### src/rtl/instr_fetch_unit_pkg.sv
// Shared definitions for the instruction fetch unit: default widths and FSM state encoding.
package instr_fetch_unit_pkg;

    localparam int unsigned IF_PC_W    = 8;
    localparam int unsigned IF_INSTR_W = 32;
    localparam int unsigned IF_DEPTH   = 2;

    typedef enum logic [1:0] {
        IF_IDLE = 2'd0,
        IF_REQ  = 2'd1,
        IF_DROP = 2'd2
    } if_state_e;

    // Occupancy counter width able to hold 0..depth inclusive.
    function automatic int unsigned cnt_width(input int unsigned depth);
        return $clog2(depth + 1);
    endfunction

endpackage

### src/rtl/instr_fetch_unit_fifo.sv
// Fetch FIFO: circular buffer of {pc, instr} entries with occupancy count and flush.
module fetch_fifo
    import instr_fetch_unit_pkg::*;
#(
    parameter int unsigned W     = IF_PC_W + IF_INSTR_W,
    parameter int unsigned DEPTH = IF_DEPTH
) (
    input  logic                          clk,
    input  logic                          rst,
    input  logic                          push,
    input  logic                          pop,
    input  logic                          flush,
    input  logic [W-1:0]                  wdata,
    output logic                          empty,
    output logic [cnt_width(DEPTH)-1:0]   count,
    output logic [W-1:0]                  head
);

    localparam int unsigned PTR_W = $clog2(DEPTH);
    localparam int unsigned CNT_W = cnt_width(DEPTH);

    logic [W-1:0]     mem [DEPTH];
    logic [PTR_W-1:0] wr_ptr;
    logic [PTR_W-1:0] rd_ptr;

    always_ff @(posedge clk or negedge rst) begin
        if (!rst) begin
            wr_ptr <= '0;
            rd_ptr <= '0;
            count  <= '0;
        end else if (flush) begin
            wr_ptr <= '0;
            rd_ptr <= '0;
            count  <= '0;
        end else begin
            if (push) wr_ptr <= wr_ptr + PTR_W'(1);
            if (pop)  rd_ptr <= rd_ptr + PTR_W'(1);
            case ({push, pop})
                2'b10:   count <= count + CNT_W'(1);
                2'b01:   count <= count - CNT_W'(1);
                default: count <= count;
            endcase
        end
    end

    always_ff @(posedge clk) begin
        if (push && !flush) mem[wr_ptr] <= wdata;
    end

    assign empty = (count == '0);
    assign head  = mem[rd_ptr];

endmodule

### src/rtl/instr_fetch_unit.sv
// Fetch stage: owns the PC, issues word reads over req/ack, buffers results, applies redirects.
module instr_fetch_unit
    import instr_fetch_unit_pkg::*;
#(
    parameter int unsigned PC_W    = IF_PC_W,
    parameter int unsigned INSTR_W = IF_INSTR_W,
    parameter int unsigned DEPTH   = IF_DEPTH
) (
    input  logic               clk,
    input  logic               rst,
    output logic               imem_req,
    output logic [PC_W-1:0]    imem_addr,
    input  logic               imem_ack,
    input  logic [INSTR_W-1:0] imem_rdata,
    output logic               out_valid,
    input  logic               out_ready,
    output logic [INSTR_W-1:0] out_instr,
    output logic [PC_W-1:0]    out_pc,
    input  logic               redir_valid,
    input  logic [PC_W-1:0]    redir_base,
    input  logic [PC_W-1:0]    redir_offset
);

    localparam int unsigned CNT_W = cnt_width(DEPTH);
    localparam int unsigned ENT_W = PC_W + INSTR_W;

    if_state_e         state;
    if_state_e         state_nxt;
    logic [PC_W-1:0]   fetch_pc;
    logic [PC_W-1:0]   fetch_pc_nxt;
    logic [PC_W-1:0]   drop_addr;
    logic [PC_W-1:0]   drop_addr_nxt;
    logic [PC_W-1:0]   target;
    logic [CNT_W-1:0]  count;
    logic [CNT_W-1:0]  occ;
    logic              empty;
    logic              pop;
    logic              push;
    logic              space;
    logic              room_after_push;
    logic [ENT_W-1:0]  head;

    assign target = redir_base + redir_offset;
    assign pop    = out_valid & out_ready;

    // Occupancy once this cycle's pop is taken; count >= pop since pop implies non-empty.
    assign occ             = count - CNT_W'(pop);
    assign space           = occ < CNT_W'(DEPTH);
    assign room_after_push = occ < CNT_W'(DEPTH - 1);

    always_ff @(posedge clk or negedge rst) begin
        if (!rst) begin
            state     <= IF_IDLE;
            fetch_pc  <= '0;
            drop_addr <= '0;
        end else begin
            state     <= state_nxt;
            fetch_pc  <= fetch_pc_nxt;
            drop_addr <= drop_addr_nxt;
        end
    end

    always_comb begin
        state_nxt     = state;
        fetch_pc_nxt  = fetch_pc;
        drop_addr_nxt = drop_addr;
        push          = 1'b0;
        case (state)
            IF_IDLE: begin
                if (redir_valid)  fetch_pc_nxt = target;
                else if (space)   state_nxt    = IF_REQ;
            end
            IF_REQ: begin
                if (redir_valid) begin
                    fetch_pc_nxt = target;
                    if (imem_ack) begin
                        state_nxt = IF_IDLE;
                    end else begin
                        state_nxt     = IF_DROP;
                        drop_addr_nxt = fetch_pc;
                    end
                end else if (imem_ack) begin
                    push         = 1'b1;
                    fetch_pc_nxt = fetch_pc + PC_W'(1);
                    state_nxt    = room_after_push ? IF_REQ : IF_IDLE;
                end
            end
            IF_DROP: begin
                // A redirect coinciding with the drop ack still retargets, but the
                // squashed transaction is complete so the FSM leaves DROP.
                if (redir_valid) fetch_pc_nxt = target;
                if (imem_ack)    state_nxt    = IF_IDLE;
            end
            default: state_nxt = IF_IDLE;
        endcase
    end

    fetch_fifo #(
        .W     (ENT_W),
        .DEPTH (DEPTH)
    ) u_fifo (
        .clk   (clk),
        .rst   (rst),
        .push  (push),
        .pop   (pop),
        .flush (redir_valid),
        .wdata ({fetch_pc, imem_rdata}),
        .empty (empty),
        .count (count),
        .head  (head)
    );

    assign imem_req  = (state != IF_IDLE);
    assign imem_addr = (state == IF_DROP) ? drop_addr : fetch_pc;
    assign out_valid = !empty;
    assign out_pc    = empty ? '0 : head[ENT_W-1:INSTR_W];
    assign out_instr = empty ? '0 : head[INSTR_W-1:0];

endmodule
### config.mk
export PLATFORM = sky130hd
export DESIGN_NAME = instr_fetch_unit
export DESIGN_NICKNAME = d
export VERILOG_FILES = /design/src/rtl/instr_fetch_unit_pkg.sv /design/src/rtl/instr_fetch_unit_fifo.sv /design/src/rtl/instr_fetch_unit.sv
export SDC_FILE = /design/constraint.sdc
export NUM_CORES = 1
export LEC_CHECK = 0
export BUFFER_PORTS_ARGS = -buffer_cell sky130_fd_sc_hd__buf_4
export CAP_MARGIN = 25
export CORE_ASPECT_RATIO = 1.2
export CORE_MARGIN = 2
export CORE_UTILIZATION = 50
export DETAILED_ROUTE_END_ITERATION = 12
export MAX_ROUTING_LAYER = met4
export PLACE_DENSITY = 0.78
export SLEW_MARGIN = 20
export SYNTH_ARGS = -nofsm -noshare
export SYNTH_HDL_FRONTEND = slang
export SYNTH_HIERARCHICAL = 1
export SYNTH_SLANG_ARGS = --single-unit
### constraint.sdc
create_clock -name clk -period 4.8 [get_ports clk]
set_input_delay 0 -clock clk [delete_from_list [all_inputs] [get_ports clk]]
set_output_delay 0 -clock clk [all_outputs]
set_load 0.05 [all_outputs]
* Word-level counts from Yosys, hierarchy flattened
Memory sizes are Yosys's and may differ from the RTL's.
Index checks and enable logic that the tools add are counted.
** Word-level totals
- Flip-flop bits (word level) :: 22
- Bits in writable memories :: 80
- Logic and storage cells :: 67
- Memories kept :: 1
** Cells by class
- Add/subtract/negate cells :: 7
- Order comparisons :: 2
- Equal/unequal tests :: 9
- Multiplexer cells :: 26
- Bitwise logic cells :: 2
- Reduce and logical (&&, ||, !) cells :: 14
** Memory list
- u_fifo.mem :: words 2, width 40, read ports 1, clocked after memory_dff 0, wr ports 1, line instr_fetch_unit_fifo.sv:22 : logic [W-1:0] mem [DEPTH];
** Operator list (count)
- two-way mux 8 bit :: 5
- two-way mux 32 bit :: 1
- case mux 8 bit (2 select lines) :: 1
- two-way mux 2 bit :: 7
- two-way mux 1 bit :: 10
- adder 8 x 1 -> 8 bit, second input constant :: 1
- adder 8 bit :: 1
- nonzero test 2 bit :: 4
- inequality test 2 bit, second input constant :: 3
- case mux 2 bit (3 select lines) :: 1
- AND reduction 3 bit :: 2
- equality test 2 x 1 -> 1 bit, second input constant :: 2
- equality test 2 bit, second input constant :: 2
- logical NOT 2 bit :: 2
- case mux 2 bit (2 select lines) :: 1
- AND reduction 4 bit :: 1
- inequality test 3 bit, second input constant :: 1
- nonzero test 3 bit :: 1
- adder 1 bit, second input constant :: 2
- adder 2 x 1 -> 2 bit, second input constant :: 1
- logical NOT 1 bit :: 2
- less-than comparator 2 x 1 -> 1 bit, second input constant :: 1
- less-than comparator 2 bit, second input constant :: 1
- inequality test 2 x 1 -> 1 bit, second input constant :: 1
- other kinds (6) :: 6

* Logic depth before layout (Yosys ltp)
Gate-level depths: netlist of the first run.
- Depth in word-level cells :: 9
- Depth in mapped cells :: 8

* Modules after synthesis
The synthesis of the first run kept the hierarchy.
** Modules (own cells, without submodules)
- fetch_fifo :: instances 1, cells each 145, area each 3268.1 µm², seq. area each 2502.4 µm²
- instr_fetch_unit :: instances 1, cells each 186, area each 1680.4 µm², seq. area each 450.4 µm²

* Worst setup path before layout of the first run
No wires, ideal clock.
- Path kind :: register to register
- Start :: register state[0]
- End :: memory u_fifo/mem[0][0] (netlist bit) (enable)
- Arrival time :: 4.182 ns
- Path slack :: 0.121 ns
- Cell stages (with the launch flop) :: 5
- Buffers on the path :: 1
- Clock period less this slack :: 4.679 ns
- Cells stage by stage :: dfrtp_1 > buf_6 > nor2b_4 > nor3b_1 > nor3b_1
** On the way
- Cells in the longest elaborated chain, start to end :: 5
** Ends and longest elaborated chain
- start, declared :: line instr_fetch_unit.sv:27 : if_state_e state;
- start signal, assigned :: line instr_fetch_unit.sv:57 : state <= state_nxt;
- equality test 2 x 1 -> 1 bit :: line instr_fetch_unit.sv:68 : case (state)
- two-way mux 1 bit :: line instr_fetch_unit.sv:68
- via push :: line instr_fetch_unit.sv:38 : logic push;
- logical AND 1 bit :: line instr_fetch_unit_fifo.sv:47 : if (push && !flush) mem[wr_ptr] <= wdata;
- two-way mux 1 bit :: line instr_fetch_unit_fifo.sv:47
- two-way mux 1 bit (implied by the code) :: line instr_fetch_unit_fifo.sv:47
- end, declared :: line instr_fetch_unit_fifo.sv:22
The timed path passes the listed nets, and every way through them passes these cells.

* Final worst setup path of the first run
- Start :: register state[0]
- End :: memory u_fifo/mem[1][4] (netlist bit) (enable)
The elaborated chain is that of the path after synthesis.

==> results of run 1 <==
==> final cells by class <==
cell class / instances / area share [%]
clock buffer: 13 / 3.920
clock inverter: 3 / 0.3136
inverter: 9 / 0.5292
multi-input combinational: 204 / 28.83
sequential: 102 / 46.28
tap: 123 / 2.411
timing repair buffer: 139 / 17.72
==> worst paths after layout <==
check | from | end | slack, ps
setup / recovery | state[0] | u_fifo/mem[1][4] | 2050
min in group clk | redir_base[7] | fetch_pc[7] | 80
setup reg to reg | state[0] | u_fifo/mem[1][4] | 2050
hold / removal | rst | drop_addr[2] | 80
hold reg to reg | drop_addr[1] | drop_addr[1] | 510
max in group asynchronous | rst | u_fifo/rd_ptr | 4460
==> routing by layer <==
metal	wire, microns	share of wire, %	GRT usage [%]
met2	4638	51	30.17
met3	509	5.6	4.461
met4	189	2.1	6.377
met1	3764	41	22.43
met5	0	0	-
==> sequential cells by signal, indices dropped and copies added, names as in the netlist <==
signal and cells:
u_fifo/count 2, fetch_pc 8, u_fifo/rd_ptr 1, drop_addr 8, u_fifo/wr_ptr 1, state 2, u_fifo/mem 80
==> placed cells by master, fill, tap and decap left out, types with 2 or more instances in the layout <==
| cell | n |
|---|---|
| a211oi_2 | 2 |
| a21o_1 | 2 |
| a21oi_1 | 14 |
| a21oi_2 | 3 |
| buf_4 | 104 |
| clkbuf_1 | 3 |
| clkbuf_16 | 9 |
| clkinvlp_4 | 2 |
| dfrtp_1 | 21 |
| dlygate4sd3_1 | 35 |
| edfxtp_1 | 80 |
| ha_1 | 9 |
| inv_1 | 9 |
| mux2_1 | 2 |
| mux2_2 | 6 |
| mux2_4 | 47 |
| nand2_1 | 9 |
| nand2b_1 | 2 |
| nand3_1 | 5 |
| nor2_1 | 7 |
| nor2b_1 | 42 |
| nor3_1 | 3 |
| nor3b_1 | 2 |
| nor3b_2 | 2 |
| o211ai_1 | 2 |
| o21ai_0 | 4 |
| o21ai_1 | 5 |
| xnor2_1 | 9 |
| xor2_1 | 2 |
==> what timing repair did <==
action                                 in CTS  in global routing
hold buffers                               35                  0
gates resized for setup                     0                  0
endpoints found under the hold margin      92                  0
==> power breakdown <==
group / leakage, nW / internal (W) / total [W] / switching [W]
clock network: 0.126 / 0.000365 / 0.000648 / 0.000284
logic: 1.43 / 0.000553 / 0.00144 / 0.000882
registers: 0.986 / 0.00107 / 0.00119 / 0.000124
total: 2.54 / 0.00199 / 0.00328 / 0.00129
==> critical path, cell delays in order, from the launching register on <==
cell,delay (ps)
dfrtp_1,490
nor2b_4,210
nor3b_1,680
and3b_2,980
==> through the flow <==
stage / instances / instance area (sq um)
after global routing: 593 / 6384
after global placement: 542 / 5761
final: 593 / 6384
after floorplan: 331 / 4949
after CTS: 593 / 6381
after detailed placement: 542 / 5761
==> kinds of logic (layout without fill, tap and decap cells) <==
| kind of cell | after synthesis | count (layout) | share of synthesized area [%] |
|---|---|---|---|
| buf+inv | 25 | 164 | 3.464 |
| xor+xnor | 11 | 11 | 1.947 |
| simple gates | 87 | 87 | 10.67 |
| compound gates | 41 | 41 | 5.487 |
| flops | 102 | 102 | 59.67 |
| mux | 55 | 55 | 16.08 |
| fa+ha+maj | 10 | 10 | 2.680 |
==> results_dict.tcl, run 1 <==
set metrics [dict create \
    status "finished clean" \
    cp_max_fo 40 \
    worst_setup_path_start_kind "flop" \
    vias 3052 \
    grt_setup_unrepaired "no" \
    ys_ff_latch 102 \
    dieArea_sq_um 10710 \
    grt_pass1_vias 3031 \
    rows 39 \
    die_h_microns 113.0 \
    grt_pass1_wl_microns 14590 \
    clkLatencyLatePin_ps 340 \
    synth_top_area_share_pct 48.55 \
    place_ws_ps 2037 \
    yosysSeqAreaShare_pct 59.67 \
    fin_skew_ps 6.432 \
    die_w_microns 94.82 \
    yosysWarnings 6 \
    setup_ws_ps 2050 \
    slew_violations 0 \
    area.sequential_sq_um 2954 \
    cts_sinks 102 \
    antenna_found_initial 0 \
    tns_ps 0 \
    hold_viol 0 \
    cap_violations 0 \
    place_congestion 0.8703 \
    syn2layout_area_growth_pct 29.00 \
    finalNetCount 528 \
    core_sq_um 9564 \
    p_leak_nw 2.544 \
    fillCellCount 675 \
    end_kind "flop" \
    syn_area_sq_um 4948 \
    via_per_inst 5.147 \
    synth_cells 331 \
    num_io_pins 103 \
    htreeDepth 3 \
    drc_errors 0 \
    first_pass_iters 4 \
    setup_viol 0 \
    syn_nets 394 \
    syn_avg_cell_area_sq_um 14.95 \
    synth.distinct_cells 49 \
    synth_area_leaders "edfxtp_1 (49%), mux2_4 (14%), dfrtp_1 (11%)" \
    cts_buffers 9 \
    ant_nets 0 \
    vdd_ir_drop_max_v 0.0002363 \
    synthArstFlopShare_pct 21.57 \
    cts_setup_buffers 0 \
    wl_per_cell_microns 15.35 \
    cts.clk_slew.worst_paths_ps 70 \
    yosys.area.top_type "edfxtp_1" \
    p_per_area_nw_per_um2 513.4 \
    grt_use_total_pct 18.46 \
    total_power_w 0.003277 \
    drive_above_1_share_pct 40.00 \
    drtIter0Drc 105 \
    period_minus_slack_ps 2750 \
    synth_ff_type "edfxtp_1" \
    diodes 0 \
    rr_worst_depth 3 \
    wirelength_microns 9101 \
    final_core_util_pct 66.75 \
    path_class "reg -> reg" \
    grt_max_degree 43 \
    slew_headroom_pct 36.68 \
    hold_path_class "in -> async" \
    initial_core_util_pct 51.74 \
    cts_buffer_depth 2 \
    fmax_ghz 0.3636 \
    grt_overflow 0 \
    ys_top_cells_by_count "edfxtp_1 (80), mux2_4 (47), nor2b_1 (43), dfrtp_1 (22), a21oi_1 (14)" \
    crit_required_ps 4760 \
    critical_path_arrival_ps 2710 \
    tightest_slew_ps 949.8 \
    multiInputGateArea_sq_um 1841 \
    tritoncts "done" \
    synth_edf_count 80 \
    finalCritPeriodShare_pct 57.30 \
    hpwlAfterDp_microns 6021 \
    cts_root_buffer "clkbuf_16" \
    synth.most_common_cell "edfxtp_1" \
    whs_ps 76.90 \
    io_buffers 102 \
]
Note: power is estimated with default switching activity, not from simulation.
==> run 2, diff against run 1 <==
- ABC_AREA: unset -> 1
- CORE_UTILIZATION: 50 -> 55
- PLACE_DENSITY: 0.78 -> 0.81
- clock period: 4.8 -> 2.63 ns (I/O delays scaled with it)
==> run 2 against run 1 <==
Compared with the run above: register-to-register slack lost 1400 ps; die area is 7.1% lower; flip-flop and latch count did not move; synthesized area grew 1.8%; power rose by 83%; clock skew increased by 3.1 ps; sequential share of layout area decreased by 0.54 points; sequential power up 79%; largest cell class unchanged; critical endpoint is now u_fifo/mem[1][28]; synthesized cell count grew 38%.
==> results_dict.tcl, run 2 <==
set metrics [dict create \
    fmax_ghz 0.5155 \
    post_synth_xor_area_fraction_pct 0.5214 \
    status "finished clean" \
    path_buf_inv 1 \
    hold_buffers 35 \
    worstPathCellList "nand2_1 -> nor3_1 -> nand2_1 -> nor2_4 -> buf_12" \
    fin_skew_ps 9.509 \
    finalCritPeriodShare_pct 73.76 \
    synth_area_leaders "edfxtp_1 (48%), mux2_4 (11%), dfrtp_1 (11%)" \
    cts_setup_buffers 0 \
    grt_use_total_pct 21.02 \
    grt_pass1_vias 3423 \
    rows 38 \
    synth.distinct_cells 31 \
    die_h_microns 108.9 \
    cts_sinks 102 \
    synthArstFlopShare_pct 21.57 \
    wl_per_cell_microns 14.02 \
    hold_path_class "in -> reg" \
    yosysWarnings 6 \
    antenna_found_initial 0 \
    synth_cells 456 \
    dieArea_sq_um 9948 \
    initial_core_util_pct 56.08 \
    tns_ps 0 \
    dp_cells 670 \
    synth_top_area_share_pct 47.67 \
    p_per_area_nw_per_um2 926.7 \
    syn_avg_cell_area_sq_um 11.05 \
    hpwlAfterDp_microns 7038 \
    fin_area_sq_um 6459 \
    vdd_ir_drop_max_v 0.0009592 \
    synth.most_common_cell "inv_1" \
    final_core_util_pct 71.87 \
    cp_max_fo 30 \
    ant_nets 0 \
    p_leak_nw 2.990 \
    final_common_cell "buf_4" \
    cap_violations 0 \
    ys_top_cells_by_count "inv_1 (81), edfxtp_1 (80), nand2_1 (74), nor2_1 (58), mux2_4 (38)" \
    grt_overflow 0 \
    first_pass_iters 4 \
    io_buffers 102 \
    num_io_pins 103 \
    cts_root_buffer "clkbuf_8" \
    grt_pass1_wl_microns 15660 \
    synth_edf_count 80 \
    htreeDepth 3 \
    final_cell_mix "buf_4 (104), inv_1 (81), edfxtp_1 (80)" \
    ff2ff_setup_slack_ps 690 \
    yosys.area_share.simple_pct 13.88 \
    place_area_sq_um 5919 \
    tightest_slew_ps 563.8 \
    place_congestion 0.8184 \
    crit_required_ps 2690 \
    syn_nets 519 \
    synthMuxAreaShare_pct 11.77 \
    drc_errors 0 \
    syn_area_sq_um 5040 \
    slew_headroom_pct 62.37 \
    yosys.area.top_type "edfxtp_1" \
    synth_compound_gate_area_share_pct 3.898 \
    slew_violations 0 \
    synthAdderAreaFrac_pct 2.632 \
    diodes 0 \
    worst_setup_path_start_kind "flop" \
    largestRegisters "u_fifo/mem: 80 flops, drop_addr: 8 flops, fetch_pc: 8 flops" \
    drtIter0Drc 175 \
    cts_buffers 9 \
    wirelength_microns 10110 \
    crit_family "simple AND/OR/NAND/NOR gates" \
    period_minus_slack_ps 1940 \
    cts_resized 0 \
    end_kind "flop" \
    grt_setup_unrepaired "no" \
    syn2layout_area_growth_pct 28.15 \
    cts_buffer_depth 2 \
    hold_viol 0 \
    grt_max_degree 42 \
    die_w_microns 91.39 \
    critPathMostFrequentCell "nand2_1" \
    cts.clk_slew.worst_paths_ps 100 \
    setup_viol 0 \
    via_per_inst 4.946 \
    clkLatencyLatePin_ps 370 \
    drive_above_1_share_pct 29.28 \
    vias 3566 \
    core_sq_um 8986 \
    ys_ff_latch 102 \
    tritoncts "done" \
    max_stage_delay_ps 450 \
    yosysSeqAreaShare_pct 58.59 \
    finalNonFillerCells 721 \
    slowest_stage "dfrtp_1" \
    synth_top_family_by_area "simple AND/OR/NAND/NOR gates" \
    finalNetCount 659 \
    largest_reg_flops 80 \
    regMostFlops "u_fifo/mem" \
    synth_ff_type "edfxtp_1" \
    path_class "reg -> reg" \
    critical_path_arrival_ps 2000 \
]
==> run 2: per-stage QoR <==
stage | power (W) | hold slack (ps) | setup slack [ps]
after CTS | 0.006000 | 23.82 | 676.7
final | 0.005986 | 32.64 | 690.0
after global placement | 0.004970 | -95.90 | 734.4
after floorplan | 0.004287 | -295.6 | -554.3
after detailed placement | 0.005042 | -87.40 | 714.4
after global routing | 0.006279 | 70.55 | 534.0
==> run 2: cell type report <==
class / count / area, sq um
Inverter: 83 / 311.5
Clock buffer: 9 / 123.9
Multi-Input combinational cell: 258 / 1663
Timing Repair Buffer: 142 / 1191
Clock inverter: 7 / 65.06
Tap cell: 120 / 150.1
Fill cell: 636 / 2527
Sequential cell: 102 / 2954
==> run 2: kinds of logic (layout without fill, tap and decap cells) <==
kind of cell,Yosys count,after routing
adder cells (fa/ha/maj),10,10
XOR/XNOR,3,3
AND/OR/NAND/NOR,167,167
buffers and inverters,96,241
multiplexers,40,40
flip-flops,102,102
AO/OA/AOI/OAI,38,38
==> run 2: worst reg2reg max path, cell delays in order (launching register included) <==
cell and delay [ps]:
dfrtp_1 450, nand2_1 110, nor3_1 250, nand2_1 210, nor2_4 350, buf_12 260
==> run 2: path summary, 6_finish.rpt <==
check,endpoint,startpoint,depth (start not counted)
max in group asynchronous,u_fifo/rd_ptr,rst,2
min in group asynchronous,fetch_pc[7],rst,2
worst min register to register,drop_addr[7],drop_addr[7],2
worst min-delay path,fetch_pc[7],redir_base[7],6
worst max register to register,u_fifo/mem[1][28],state[0],5
worst max-delay path,u_fifo/mem[1][28],state[0],5
==> run 2: layer usage <==
metal | vias to the layer above | track usage, % | routed length [microns]
met5 | - | - | 0
met2 | 103 | 39.71 | 5548
met4 | 0 | 7.359 | 158
li1 | 1764 | - | -
met1 | 1686 | 22.27 | 4007
met3 | 13 | 3.317 | 398
==> run 2: power breakdown <==
| group | switching (W) | total [W] | internal, W |
|---|---|---|---|
| clock network | 0.000558 | 0.000924 | 0.000366 |
| registers | 0.000176 | 0.00213 | 0.00196 |
| logic | 0.00197 | 0.00293 | 0.000958 |
| total | 0.00271 | 0.00599 | 0.00328 |
==> run 3, diff against run 2 <==
- ABC_AREA: 1 -> 0
- clock period: 2.63 -> 1.9 ns (I/O delays scaled with it)
==> run 3 against run 2 <==
Compared with the run above: global-route usage is 0.69 points lower; die area decreased by 1.7%; utilization is 2.5 points higher; largest cell class unchanged; via count is 12% lower.
==> results_dict.tcl, run 3 (same netlist as run 1, synthesis figures left out) <==
set metrics [dict create \
    drtIter0Drc 175 \
    fillCellCount 540 \
    place_ws_ps 213.2 \
    place_area_sq_um 5861 \
    p_leak_nw 2.582 \
    die_w_microns 90.59 \
    cp_max_fo 10 \
    finalNetCount 537 \
    io_buffers 102 \
    finalCritPeriodShare_pct 92.73 \
    cts.clk_slew.worst_paths_ps 100 \
    die_h_microns 107.9 \
    fin_area_sq_um 6436 \
    dp_cells 543 \
    slew_violations 0 \
    cts_buffer_depth 2 \
    grt_use_total_pct 20.33 \
    via_per_inst 5.245 \
    period_minus_slack_ps 1762 \
    setup_ws_ps 138.2 \
    cts_sinks 102 \
    setup_viol 0 \
    place_congestion 0.7615 \
    largest_reg_flops 80 \
    p_per_area_nw_per_um2 1271 \
    worst_setup_path_start_kind "flop" \
    antenna_found_initial 0 \
    initial_core_util_pct 57.16 \
    grt_overflow 0 \
    regMostFlops "u_fifo/mem" \
    grt_max_degree 42 \
    vdd_ir_drop_max_v 0.0006578 \
    grt_pass1_vias 3206 \
    dieArea_sq_um 9775 \
    largestRegisters "u_fifo/mem: 80 flops, drop_addr: 8 flops, fetch_pc: 8 flops" \
    drive_above_1_share_pct 41.75 \
    slew_headroom_pct 70.24 \
    tns_ps 0 \
    drc_errors 0 \
    grt_setup_unrepaired "no" \
    hold_path_class "in -> async" \
    rows 37 \
    final_common_cell "buf_4" \
    final_core_util_pct 74.35 \
    wirelength_microns 9608 \
    cts_root_buffer "clkbuf_8" \
    first_pass_iters 6 \
    syn2layout_area_growth_pct 30.06 \
    cts_buffers 9 \
    fin_skew_ps 13.21 \
    tightest_slew_ps 446.5 \
    cap_violations 0 \
    end_kind "output port" \
    tritoncts "done" \
    hpwlAfterDp_microns 5956 \
    finalNonFillerCells 596 \
    diodes 0 \
    ant_nets 0 \
    critical_path_arrival_ps 1760 \
    clkLatencyLatePin_ps 360 \
    fmax_ghz 0.5676 \
    area.sequential_sq_um 2954 \
    multiInputGateArea_sq_um 1856 \
    status "finished clean" \
    wl_per_cell_microns 16.12 \
    htreeDepth 3 \
    vias 3126 \
    path_class "reg -> out" \
    final_cell_mix "buf_4 (110), edfxtp_1 (80), mux2_4 (47)" \
    crit_required_ps 1900 \
    num_io_pins 103 \
    hold_viol 0 \
    grt_pass1_wl_microns 14900 \
    rr_worst_depth 4 \
    core_sq_um 8657 \
]
[run 3: layout make-up]
cell class,instances,area share [%]
clock buffers,9,1.925
clock inverters,7,1.341
inverters,9,0.5249
multi-input cells,204,28.83
flip-flops and latches,102,45.90
well taps,117,2.274
repair buffers,148,19.21
[run 3: through the flow]
stage | power, W | hold slack, ps
finish | 0.008182 | 55.88
global route | 0.008526 | 67.86
CTS | 0.008181 | 56.16
detailed placement | 0.006700 | -90.51
global placement | 0.006626 | -94.22
floorplan | 0.005767 | -295.6
[run 3: per-layer routing]
metal,routed length (microns),up-vias,global-route usage [%]
met1,3944,1528,22.79
met4,175,0,9.560
met2,5168,95,36.62
met5,0,-,-
met3,320,14,2.171
li1,-,1489,-
[run 3: where the power goes]
part | internal [W] | switching (W)
Clock | 0.000642 | 0.000788
Sequential | 0.00270 | 0.000261
Combinational | 0.00147 | 0.00232
[run 3: worst max-delay path, stage by stage (launching register included)]
cell and delay, ps:
dfrtp_1 390, buf_4 160, nor2b_1 120, buf_4 200, mux2_1 350, buf_4 190
[run 3: final timing paths]
path / from / end / slack, ps
worst min register to register: drop_addr[4] / drop_addr[4] / 520
worst min-delay path: rst / u_fifo/count[0] / 60
min in group clk: redir_base[7] / fetch_pc[7] / 80
worst max register to register: state[1] / u_fifo/mem[0][36] / 180
max in group asynchronous: rst / u_fifo/rd_ptr / 1590
worst max-delay path: state[0] / imem_addr[3] / 140
[run 3: timing repair]
| action | CTS | global route |
|---|---|---|
| buffers inserted | 2 | 0 |
| resized for setup | 0 | 0 |
| endpoints found under the setup margin | 1 | 0 |
| hold buffers | 35 | 0 |
| hold endpoints to repair | 92 | 0 |
